<file path="src/rtl/race_pkg.sv">
// Shared types and default tuning constants for the race game controller.
package race_pkg;

  typedef enum logic [2:0] {
    IDLE      = 3'd0,
    COUNTDOWN = 3'd1,
    RACE      = 3'd2,
    FADE      = 3'd3,
    WIN       = 3'd4,
    LOSE      = 3'd5
  } race_state_t;

  localparam int unsigned DEF_FADE_DIV  = 16;
  localparam logic [15:0] DEF_WIN_DIST  = 16'd65;
  localparam logic [15:0] DEF_LOSE_DIST = 16'h7FFF;
  localparam logic [2:0]  SCALE_MAX     = 3'd7;

endpackage

</file>
<file path="src/rtl/frame_divider.sv">
// Modulo-DIV frame counter with synchronous clear; tc marks the enabled
// frame on which the count wraps back to zero.
module frame_divider #(
  parameter int unsigned DIV = 16
) (
  input  logic frame_clk,
  input  logic Reset_n,
  input  logic clr,
  input  logic en,
  output logic tc
);

  localparam int unsigned W = (DIV > 1) ? $clog2(DIV) : 1;
  localparam logic [W-1:0] LAST = W'(DIV - 1);

  logic [W-1:0] count_r;

  assign tc = en & (count_r == LAST);

  // Count enabled frames, wrapping on the terminal value.
  always_ff @(posedge frame_clk or negedge Reset_n) begin
    if (!Reset_n) begin
      count_r <= '0;
    end else if (clr) begin
      count_r <= '0;
    end else if (en) begin
      count_r <= tc ? '0 : count_r + W'(1);
    end else begin
      count_r <= count_r;
    end
  end

endmodule

</file>
<file path="src/rtl/race_sequencer.sv">
// Frame-rate game FSM: start countdown, live race, crash fade and
// win/lose terminal states, all outputs registered on frame_clk.
module race_sequencer
  import race_pkg::*;
#(
  parameter int unsigned FRAMES_PER_TICK = 60,
  parameter int unsigned COUNT_FROM      = 3,
  parameter int unsigned FADE_DIV        = DEF_FADE_DIV,
  parameter logic [15:0] WIN_DIST        = DEF_WIN_DIST,
  parameter logic [15:0] LOSE_DIST       = DEF_LOSE_DIST
) (
  input  logic        frame_clk,
  input  logic        Reset_n,
  input  logic [7:0]  keycode_1,
  input  logic [3:0]  PlayerCollide,
  input  logic [15:0] TarDistance,
  input  logic        ai_finished,
  output race_state_t state,
  output logic        race_active,
  output logic [1:0]  Countdown,
  output logic [2:0]  Scale,
  output logic        GameWin,
  output logic        GameLose
);

  localparam logic [1:0] CD_START = 2'(COUNT_FROM);

  logic        key_now_s, key_edge_s, key_prev_r, armed_r;
  logic        lose_s, win_s, hit_s;
  logic        tick_tc_s, fade_tc_s;
  race_state_t state_nxt_s;
  logic [1:0]  cd_nxt_s;
  logic [2:0]  scale_nxt_s;

  assign key_now_s = (keycode_1 != 8'd0);
  // armed_r blocks a start from a key that was already down when reset released
  assign key_edge_s = armed_r & key_now_s & ~key_prev_r;
  assign lose_s = (TarDistance >= LOSE_DIST) | ai_finished;
  assign win_s  = (TarDistance <= WIN_DIST);
  assign hit_s  = |PlayerCollide;

  frame_divider #(.DIV(FRAMES_PER_TICK)) u_tick (
    .frame_clk (frame_clk),
    .Reset_n   (Reset_n),
    .clr       (state != COUNTDOWN),
    .en        (state == COUNTDOWN),
    .tc        (tick_tc_s)
  );

  frame_divider #(.DIV(FADE_DIV)) u_fade (
    .frame_clk (frame_clk),
    .Reset_n   (Reset_n),
    .clr       (state != FADE),
    .en        (state == FADE),
    .tc        (fade_tc_s)
  );

  // Key history for rising-edge detection.
  always_ff @(posedge frame_clk or negedge Reset_n) begin
    if (!Reset_n) begin
      key_prev_r <= 1'b0;
      armed_r    <= 1'b0;
    end else begin
      key_prev_r <= key_now_s;
      armed_r    <= 1'b1;
    end
  end

  // Next-state, countdown digit and fade amount.
  always_comb begin
    state_nxt_s = state;
    cd_nxt_s    = Countdown;
    scale_nxt_s = Scale;
    case (state)
      IDLE: begin
        if (key_edge_s) begin
          state_nxt_s = COUNTDOWN;
          cd_nxt_s    = CD_START;
        end else begin
          state_nxt_s = IDLE;
        end
      end
      COUNTDOWN: begin
        if (tick_tc_s && (Countdown == 2'd1)) begin
          state_nxt_s = RACE;
          cd_nxt_s    = 2'd0;
        end else if (tick_tc_s) begin
          cd_nxt_s = Countdown - 2'd1;
        end else begin
          cd_nxt_s = Countdown;
        end
      end
      RACE: begin
        if (lose_s) begin
          state_nxt_s = LOSE;
        end else if (win_s) begin
          state_nxt_s = WIN;
        end else if (hit_s) begin
          state_nxt_s = FADE;
          scale_nxt_s = 3'd0;
        end else begin
          state_nxt_s = RACE;
        end
      end
      FADE: begin
        if (lose_s) begin
          state_nxt_s = LOSE;
        end else if (win_s) begin
          state_nxt_s = WIN;
        end else if (!hit_s) begin
          state_nxt_s = RACE;
          scale_nxt_s = 3'd0;
        end else if (fade_tc_s) begin
          scale_nxt_s = Scale + 3'd1;
          state_nxt_s = (Scale == SCALE_MAX - 3'd1) ? LOSE : FADE;
        end else begin
          state_nxt_s = FADE;
        end
      end
      WIN, LOSE: begin
        if (key_edge_s) begin
          state_nxt_s = COUNTDOWN;
          cd_nxt_s    = CD_START;
          scale_nxt_s = 3'd0;
        end else begin
          state_nxt_s = state;
        end
      end
      default: begin
        state_nxt_s = IDLE;
        cd_nxt_s    = 2'd0;
        scale_nxt_s = 3'd0;
      end
    endcase
  end

  // State register; flags are decoded from the next state so they track it exactly.
  always_ff @(posedge frame_clk or negedge Reset_n) begin
    if (!Reset_n) begin
      state       <= IDLE;
      Countdown   <= 2'd0;
      Scale       <= 3'd0;
      race_active <= 1'b0;
      GameWin     <= 1'b0;
      GameLose    <= 1'b0;
    end else begin
      state       <= state_nxt_s;
      Countdown   <= cd_nxt_s;
      Scale       <= scale_nxt_s;
      race_active <= (state_nxt_s == RACE) | (state_nxt_s == FADE);
      GameWin     <= (state_nxt_s == WIN);
      GameLose    <= (state_nxt_s == LOSE);
    end
  end

endmodule

</file>
<file path="config.mk">
export PLATFORM = sky130hd
export DESIGN_NAME = race_sequencer
export DESIGN_NICKNAME = d
export VERILOG_FILES = /design/src/rtl/race_pkg.sv /design/src/rtl/frame_divider.sv /design/src/rtl/race_sequencer.sv
export SDC_FILE = /design/constraint.sdc
export NUM_CORES = 1
export LEC_CHECK = 0
export ABC_AREA = 0
export CAP_MARGIN = 20
export CORE_MARGIN = 2
export CORE_UTILIZATION = 46
export CTS_CLUSTER_SIZE = 20
export DETAILED_ROUTE_END_ITERATION = 8
export PLACE_DENSITY = 0.76
export SYNTH_ARGS = -nofsm -noshare
export SYNTH_HDL_FRONTEND = slang
export SYNTH_HIERARCHICAL = 1
export SYNTH_SLANG_ARGS = --single-unit
export TNS_END_PERCENT = 10
</file>
<file path="constraint.sdc">
create_clock -name frame_clk -period 3.2 [get_ports frame_clk]
set_input_delay 0.64 -clock frame_clk [delete_from_list [all_inputs] [get_ports frame_clk]]
set_output_delay 0.64 -clock frame_clk [all_outputs]
set_load 0.02 [all_outputs]
</file>
After elaboration in Yosys (flattened, before gate mapping)

Cells that the tools add are included.
W data, S select, Z words.

Register bits: 23
Input port bits: 31
Output and inout port bits: 11
Logic and storage cells: 92

$add $sub $neg: 4
$lt $le $gt $ge: 2
Equality and inequality tests: 24
Multiplexer cells: 31
Bitwise operators: 9
Reductions and logical operators: 12

Operators by type and width:

| kind                   | count |
|---|---|
| $mux W3                | 17 |
| $mux W6                | 3 |
| $ge A16 B15 Y1 const B | 1 |
| $le A16 B7 Y1 const B  | 1 |
| $eq A3 B3 Y1 const B   | 5 |
| $pmux W3 S5            | 1 |
| $eq A3 B2 Y1 const B   | 4 |
| $mux W4                | 3 |
| $ne A2 B2 Y1 const B   | 6 |
| $pmux W3 S4            | 1 |
| $reduce_and A8 Y1      | 1 |
| $reduce_bool A8 Y1     | 1 |
| $add A6 B1 Y6 const B  | 1 |
| $eq A6 B6 Y1 const B   | 1 |
| $mux W2                | 3 |
| $ne A3 B3 Y1 const B   | 2 |
| $pmux W2 S3            | 1 |
| $reduce_or A2 Y1       | 3 |
| $add A4 B1 Y4 const B  | 1 |
| $and A1 B1 Y1          | 4 |
| $eq A4 B4 Y1 const B   | 1 |
| $reduce_bool A2 Y1     | 2 |
| $reduce_or A4 Y1       | 1 |
| $add A3 B1 Y3 const B  | 1 |
| other kinds (13)       | 17 |

Depth between registers and ports, before layout

Depth in word-level cells: 9
Depth in mapped cells: 11
Gate-level depth less buffers: 10

By module

The synthesis kept the hierarchy.

By module, submodules not included:

| module                 | instances | cells an instance | area an instance (µm²) | sequential area each (µm²) |
|---|---|---|---|---|
| race_sequencer         | 1         | 86                | 838.3                  | 325.3 |
| frame_divider (u_tick) | 1         | 35                | 334.1                  | 150.1 |
| frame_divider (u_fade) | 1         | 22                | 205.2                  | 100.1 |

Worst setup path before layout

OpenSTA, ideal clock, no wires.

Kind: reg2reg
Start point: reg state[0]
End point: reg Scale[2]
Setup time: 120 ps
Data arrival time: 2315 ps
Required time: 3080 ps
Slack: 765 ps
Stages on the path, launching flop included: 11
Buffers on the path: 0
Period minus slack after synthesis: 2435 ps
Cell sequence: dfrtp_1 -> nor2b_1 -> nand2_1 -> inv_1 -> nand2_2 -> nor2_1 -> nand2b_1 -> mux2i_1 -> a2111oi_2 -> o21ai_0 -> a31o_1

Word-level cells in the longest chain between the ends: 4

RTL lines:

| element                     | line                  | text |
|---|---|---|
| start, declared             | race_sequencer.sv:18  | `output race_state_t state,` |
| start signal, assigned      | race_sequencer.sv:147 | `state <= state_nxt_s;` |
| $eq A3 B2 Y1                | race_sequencer.sv:54  | `.en (state == FADE),` |
| $and A1 B1 Y1               | frame_divider.sv:18   | `assign tc = en & (count_r == LAST);` |
| named net fade_tc_s         | race_sequencer.sv:30  | `logic tick_tc_s, fade_tc_s;` |
| $ne A3 B3 Y1 (no line)      | n/a                   |  |
| $reduce_and A8 Y1 (no line) | n/a                   |  |
| end signal, assigned        | race_sequencer.sv:149 | `Scale <= scale_nxt_s;` |
| end, declared               | race_sequencer.sv:21  | `output logic [2:0] Scale,` |

The timed path passes the listed nets, and every way through them passes these cells.
A chain may end at the register's enable or synchronous reset.

Final worst setup path

Start point: reg state[0]
End point: reg Countdown[0]

Word-level cells in the longest chain between the ends: 5

RTL lines:

| element                                                    | line                  | text |
|---|---|---|
| $eq A3 B1 Y1 *                                             | race_sequencer.sv:46  | `.en (state == COUNTDOWN),` |
| $and A1 B1 Y1 *                                            | frame_divider.sv:18   |  |
| named net tick_tc_s                                        | race_sequencer.sv:30  |  |
| $logic_and A1 B1 Y1                                        | race_sequencer.sv:84  | `if (tick_tc_s && (Countdown == 2'd1)) begin` |
| $ne A3 B3 Y1 (no line) or $mux W2 (tied branches)          | n/a                   |  |
| $reduce_and A3 Y1 (no line) or $pmux W2 S3 (tied branches) | n/a                   |  |
| end signal, assigned                                       | race_sequencer.sv:148 | `Countdown <= cd_nxt_s;` |
| end, declared                                              | race_sequencer.sv:20  | `output logic [1:0] Countdown,` |

Mark *: on every way through the listed nets, which the timed path passes. The rest lies on a longest branch.

==> impl_metrics.tcl <==
set metrics [dict create \
    synth_top_flop_cell "sky130_fd_sc_hd__dfrtp_1" \
    setup.worst_path.end_class "flip-flop" \
    cpLargestDelayFamily "simple AND/OR/NAND/NOR gates" \
    globalRouteOverflowTotal 0 \
    hpwl_um 2480 \
    timing_hold_violations_final 0 \
    tightest_slew_ns 0.533 \
    synthArstFlopShare 1.00 \
    register_area_um2 576 \
    violations "DRC" \
    final.min_clock_period_ns 2.58 \
    finalSetupViolations 0 \
    vdd_ir_drop_max_uv 243 \
    cts-htree-levels 1 \
    num_antenna_cells 0 \
    detailedRoute.firstPassIterationCount 6 \
    synth.avg_cell_area_um2 9.63 \
    finalCritPeriodShare 0.808 \
    regToRegStartpoint "state[0]" \
    cellLeakagePower_uw 0.000737 \
    die-area_um2 3450 \
    cpMaxStageDelayCell "sky130_fd_sc_hd__dfrtp_1" \
    postSynthRegisterBits 23 \
    clkSinkCount 23 \
    per_cell_routed_wire_length_um 14.5 \
    cp_num_buf_inv 3 \
    grt_start_max_net_pins 24 \
    final.hold.worst_slack_ns 0.568 \
    grt_pass1_wl_um 5430 \
    critical_path_peak_fanout 10 \
    synth_common_cells "23 x sky130_fd_sc_hd__dfrtp_1, 11 x sky130_fd_sc_hd__a21oi_1, 11 x sky130_fd_sc_hd__nand2_1" \
    worst_case_setup_margin_in_the_final_layout_ns 0.615 \
    mappedNetlistArea_um2 1380 \
    antenna_left 0 \
    p_per_area_nw_per_um2 348 \
    synthesis.nets 179 \
    die_height_um 58.7 \
    initialDrtViolationCount 43 \
    placeable_core_region_um2 2810 \
    crit_required_ns 3.45 \
    via_count 1275 \
    portBuffers 41 \
    max_clock_freq_mhz 387 \
    design_power_total_uw 645 \
    critical_path.cell_chain "nor2b_1 > buf_4 > nand2_1 > inv_1 > nand3b_1 > nor2_1 > inv_1 > or3_1 > a21oi_1 > a21oi_1 > nor2_1" \
    worst_setup_path_startpoint "state[0]" \
    crit_end "Countdown[0]" \
    area_delta_synth_final_pct 34.5 \
    final_max_slew_viol_count 0 \
    synth.area.top_cells "sky130_fd_sc_hd__dfrtp_1 42%, sky130_fd_sc_hd__ha_1 4.5%, sky130_fd_sc_hd__a21oi_1 4.0%, sky130_fd_sc_hd__nand2b_1 3.2%, sky130_fd_sc_hd__nand2_1 3.0%" \
    grt_antenna_before_repair 0 \
    synth_largest_area_cell "sky130_fd_sc_hd__dfrtp_1" \
    syn-instance-count 143 \
    finish.net_count 225 \
    total_area_of_multi_input_combinational_cells_um2 764 \
    unrepaired_setup_endpoints_after_global_routing "no" \
    reg2reg_slack_ns 0.62 \
    length_in_cells_of_the_worst_reg_to_reg_path 11 \
    ys_types 48 \
    yosysWarnings 6 \
    path_class "reg -> reg" \
    layout-drive-gt1-share 0.0798 \
    tritoncts_clock_tree "done" \
    yosys.cell_count.top_type "sky130_fd_sc_hd__dfrtp_1" \
    startpoint_kind_of_the_worst_setup_timing_path "flip-flop" \
    finish.utilization 0.661 \
    post-synth-top-area-fraction 0.418 \
    clk_transition_reported_paths_ns 0.13 \
    x_dimension_of_the_die_um 58.7 \
    drc 5 \
    yosysSeqAreaShare 0.418 \
    cts_hold_buffers 0 \
    dp_worst_setup_slack_ns 0.376 \
    cts-root-to-sink-buffers 2 \
    tns_ns 0 \
    r2r-end "Countdown[0]" \
    largest_stage_delay_on_the_critical_path_ns 0.48 \
    cts_resized 0 \
    synth_enable_flop_cells 0 \
    fill_cells 245 \
    timing.clock.skew_ns 0.00383 \
    finalWeightedCongestion 0.876 \
    first_global_vias 1235 \
    top_level_ports 42 \
    outcome "finished, violations left" \
    grt.total_usage 0.202 \
    critical_path_depth_in_cells 11 \
    cts-buffers-inserted 3 \
    clock_insertion_delay_worst_skew_ns 0.31 \
    timing.critical_path.arrival_ns 2.84 \
    avgViaCountPerCell 5.82 \
    hold_path.class "reg -> reg" \
    cell_chosen_for_the_clock_root "sky130_fd_sc_hd__clkbuf_4" \
    routed_wl_um 3190 \
    floorplan.rows 19 \
    cap_violations 0 \
    initial_core_util 0.491 \
    maxSlewHeadroom 0.642 \
    cts.repair_timing.setup_buffer_count 0 \
]
-- layer usage --
metal  wire (um)  track usage
met1        1390        0.263
met2        1580        0.344
met3         197       0.0396
met4          15       0.0519
met5           0            0
-- kinds of logic after synthesis --
| family | after synthesis | synth area share |
|---|---|---|
| DFF | 23 | 0.418 |
| xor gates and xnor gates | 1 | 0.00636 |
| muxes | 3 | 0.0218 |
| and+or+nand+nor | 65 | 0.278 |
| buffers and inverters | 8 | 0.0272 |
| AOI/OAI and AO/OA | 37 | 0.201 |
| other | 1 | 0.00272 |
| adders and majority gates | 5 | 0.0454 |
-- report_power, final --
group | internal [uW] | leakage (uW) | switching (uW)
registers | 320 | 0.000296 | 38.9
clock network | 48.6 | 0.0000150 | 86.4
logic | 82.6 | 0.000426 | 69.0
-- worst min path at each step --
stage	startpoint	end	cells after the start
5_1_grt	u_tick/count_r[4]	u_tick/count_r[4]	2
6_report	Countdown[1]	Countdown[1]	2
4_1_cts	Countdown[1]	Countdown[1]	2
3_3_place_gp	Scale[0]	Scale[0]	1
3_5_place_dp	Countdown[1]	Countdown[1]	2
2_1_floorplan	Reset_n	Countdown[0]	0
-- state kept, by name, indices dropped and copies added, names as in the netlist --
register,cells
u_tick/count_r,6
u_fade/count_r,4
Scale,3
state,3
Countdown,2
GameLose,1
GameWin,1
armed_r,1
key_prev_r,1
race_active,1
-- cells in the final DEF, fill, tap and decap left out, types with 2 or more instances in the layout --
cell and n:
sky130_fd_sc_hd__nand2b_1 7, sky130_fd_sc_hd__or4_1 2, sky130_fd_sc_hd__buf_4 2, sky130_fd_sc_hd__o32ai_1 2, sky130_fd_sc_hd__ha_1 5, sky130_fd_sc_hd__o21ai_0 7
sky130_fd_sc_hd__nor2b_1 2, sky130_fd_sc_hd__dfrtp_1 23, sky130_fd_sc_hd__nand3_2 2, sky130_fd_sc_hd__a21oi_1 11, sky130_fd_sc_hd__nand4_1 5, sky130_fd_sc_hd__mux2i_1 3
sky130_fd_sc_hd__inv_1 6, sky130_fd_sc_hd__nand2_1 11, sky130_fd_sc_hd__nor2_1 10, sky130_fd_sc_hd__clkdlybuf4s50_1 41, sky130_fd_sc_hd__nor4_1 3, sky130_fd_sc_hd__a21o_1 2
sky130_fd_sc_hd__or3_1 4, sky130_fd_sc_hd__nand3_1 7, sky130_fd_sc_hd__clkbuf_4 3, sky130_fd_sc_hd__nand3b_1 2
-- worst reg2reg max path, cell delays in order (launching register included) --
cell	delay [ns]
sky130_fd_sc_hd__dfrtp_1	0.48
sky130_fd_sc_hd__nor2b_1	0.21
sky130_fd_sc_hd__buf_4	0.16
sky130_fd_sc_hd__nand2_1	0.19
sky130_fd_sc_hd__inv_1	0.31
sky130_fd_sc_hd__nand3b_1	0.21
sky130_fd_sc_hd__nor2_1	0.24
sky130_fd_sc_hd__inv_1	0.11
sky130_fd_sc_hd__or3_1	0.31
sky130_fd_sc_hd__a21oi_1	0.15
sky130_fd_sc_hd__a21oi_1	0.06
sky130_fd_sc_hd__nor2_1	0.10
-- final cells by class --
| cell class | instances | area share |
|---|---|---|
| clock buffers | 4 | 0.0142 |
| well taps | 31 | 0.0209 |
| inverters | 6 | 0.0122 |
| repair buffers | 43 | 0.230 |
| flip-flops and latches | 23 | 0.311 |
| multi-input cells | 112 | 0.413 |
-- per-stage QoR --
stage	area (um2)	std cells
2_1_floorplan	1380	143
3_3_place_gp	1830	215
3_5_place_dp	1830	215
4_1_cts	1850	219
5_1_grt	1850	219
6_report	1850	219
(Power assumes the default switching activity.)
==> patch, RTL diff (config.mk and constraints unchanged) <==
The parameter `FRAMES_PER_TICK` goes from 60 to 90.
--- a/src/rtl/race_sequencer.sv
+++ b/src/rtl/race_sequencer.sv
@@ -3,7 +3,7 @@
 module race_sequencer
   import race_pkg::*;
 #(
-  parameter int unsigned FRAMES_PER_TICK = 60,
+  parameter int unsigned FRAMES_PER_TICK = 90,
   parameter int unsigned COUNT_FROM      = 3,
   parameter int unsigned FADE_DIV        = DEF_FADE_DIV,
   parameter logic [15:0] WIN_DIST        = DEF_WIN_DIST,
Check against the original RTL: same outputs for any inputs over 10 cycles, from zero or initial values and one cycle with Reset_n low; that may be too few to reach the edited logic, so the function may still have changed.
==> patch against the original RTL <==
Wire length increased by 19%. Via count increased by 13%. Synthesized area increased by 10%. Total power increased by 17%. Design area increased by 10%. Setup slack got worse by 28 ps. Sequential cell count increased by 1. Cell count increased by 12%. Critical path type unchanged. Critical endpoint is now Scale[2].
==> patch: results (changes against the original RTL) <==
pre-CTS setup slack=339.9 ps (-35.87 ps); Gate Count Post-Synth=158 (+10%); biggest regs=u_tick/count_r: 7 flops, u_fade/count_r: 4 flops; leakage power=0.8371 nW (+14%); synth warn=6 (unchanged); gpl congestion=0.8530 (-2.6%); Final #Nets=240 (+6.7%); first-pass GRT wire length=6168 microns (+14%); Clk power=0.216 mW (+60%); internal power=0.5509 mW (+22%); largest cells by area after synthesis=dfrtp_1 (39%), ha_1 (4.9%), a21oi_1 (3.6%); CP peak stage delay=530 ps (+50 ps); WHS Endpoint=Countdown[1]; initial antenna violation count=0 (unchanged); WL met2=1943 microns (+23%); drt pass-1 iters=4 (-2); share of layout cells above drive strength 1=8.416% (+0.44 points); GR Util met1=24.54% (-1.7 points); met2 Use GR=40.75% (+6.3 points); met3 wire len=251 microns (+27%); crit path max fanout=8 (-2); Worst R2R Path Depth=10 (-1); via-per-instance ratio=5.841 (+0.34%); WP data arrival=2830 ps (about the same); wl on met1=1562 microns (+12%); DP HPWL=3036 microns (+22%); flop-to-flop setup slack=590 ps (-30 ps); vias=1437 (+13%); Final Skew=5.206 ps (+1.380 ps); Seq. pwr=0.366 mW (+2%); post-synth cell types=55 (+15%); Mapped Nets=195 (+8.9%); Area after DPL=0.001988 sq mm (+8.8%); worst slew pin tran=539.7 ps (+7.065 ps); Clock Latency Late Sink=310 ps (about the same); final WL=3778 microns (+19%); grt met3 use=3.782% (-0.17 points); fillcell total=280 (+14%); DR iter-0 viols=89 (+110%); Seq/Total Area, Yosys=39.47% (-2.3 points); Post-synth top cells=dfrtp_1 (24), a21oi_1 (11), inv_1 (9), nand2_1 (9), nor2_1 (9); clock tree buffer depth=2 (unchanged); Total GRT Usage=21.46% (+1.3 points); Worst Hold Slack=548.5 ps (-19.15 ps); R2R Path End=Scale[2]; largest net degree at the start of global routing=25 (+4.2%); CP max-delay cell=a2111oi_2; status=complete, no violations; family with the most delay on the worst path=compound AO/OA/AOI/OAI gates; peak supply drop=0.2559 mV (+5.4%); vias in the first global route=1418 (+15%)
## patch: worst max-delay path by stage
stage	startpoint	endpoint	slack, ps	cells past startpoint
4_1_cts	state[0]	Scale[2]	630	10
2_1_floorplan	state[0]	Scale[2]	770	10
3_5_place_dp	PlayerCollide[1]	Scale[2]	340	6
3_3_place_gp	PlayerCollide[1]	Scale[2]	440	6
5_1_grt	state[2]	Scale[2]	420	10
6_report	state[0]	Scale[2]	590	10
## patch: area by class of cell
cell class                      count  area (sq um)  share of cell area, %
Multi-Input combinational cell    121         865.8                  42.43
Sequential cell                    24         600.6                  29.43
Timing Repair Buffer               44         432.9                  21.21
Tap cell                           44         55.05                  2.698
Inverter                            9         33.78                  1.655
Clock inverter                      1         30.03                  1.471
Clock buffer                        3         22.52                  1.104
## patch: cells by family (layout without fill, tap and decap cells)
kind of cell / after synthesis / count (layout) / share of synthesized area, %
XOR/XNOR: 2 / 2 / 1.152
buffers and inverters: 13 / 57 / 3.618
multiplexers: 2 / 2 / 1.316
flip-flops: 24 / 24 / 39.47
other: 1 / 1 / 0.2465
AO/OA/AOI/OAI: 43 / 43 / 21.55
adder cells (fa/ha/maj): 6 / 6 / 4.934
AND/OR/NAND/NOR: 67 / 67 / 27.71
## patch: per-stage QoR
stage          utilization [%]  power, mW
2_1_floorplan                -     0.4591
5_1_grt                  65.77     0.8014
3_5_place_dp             64.07     0.5469
4_1_cts                  65.77     0.7629
3_3_place_gp             64.07     0.5361
6_report                 65.77     0.7575
## patch: worst reg2reg max path, stage by stage (launching register included)
cell	delay, ps
dfrtp_1	500
nor2b_1	210
nand2_1	140
inv_1	200
nand2_2	80
nor2_1	190
nand2b_1	140
mux2i_1	80
a2111oi_2	530
o21ai_0	190
a31o_1	260
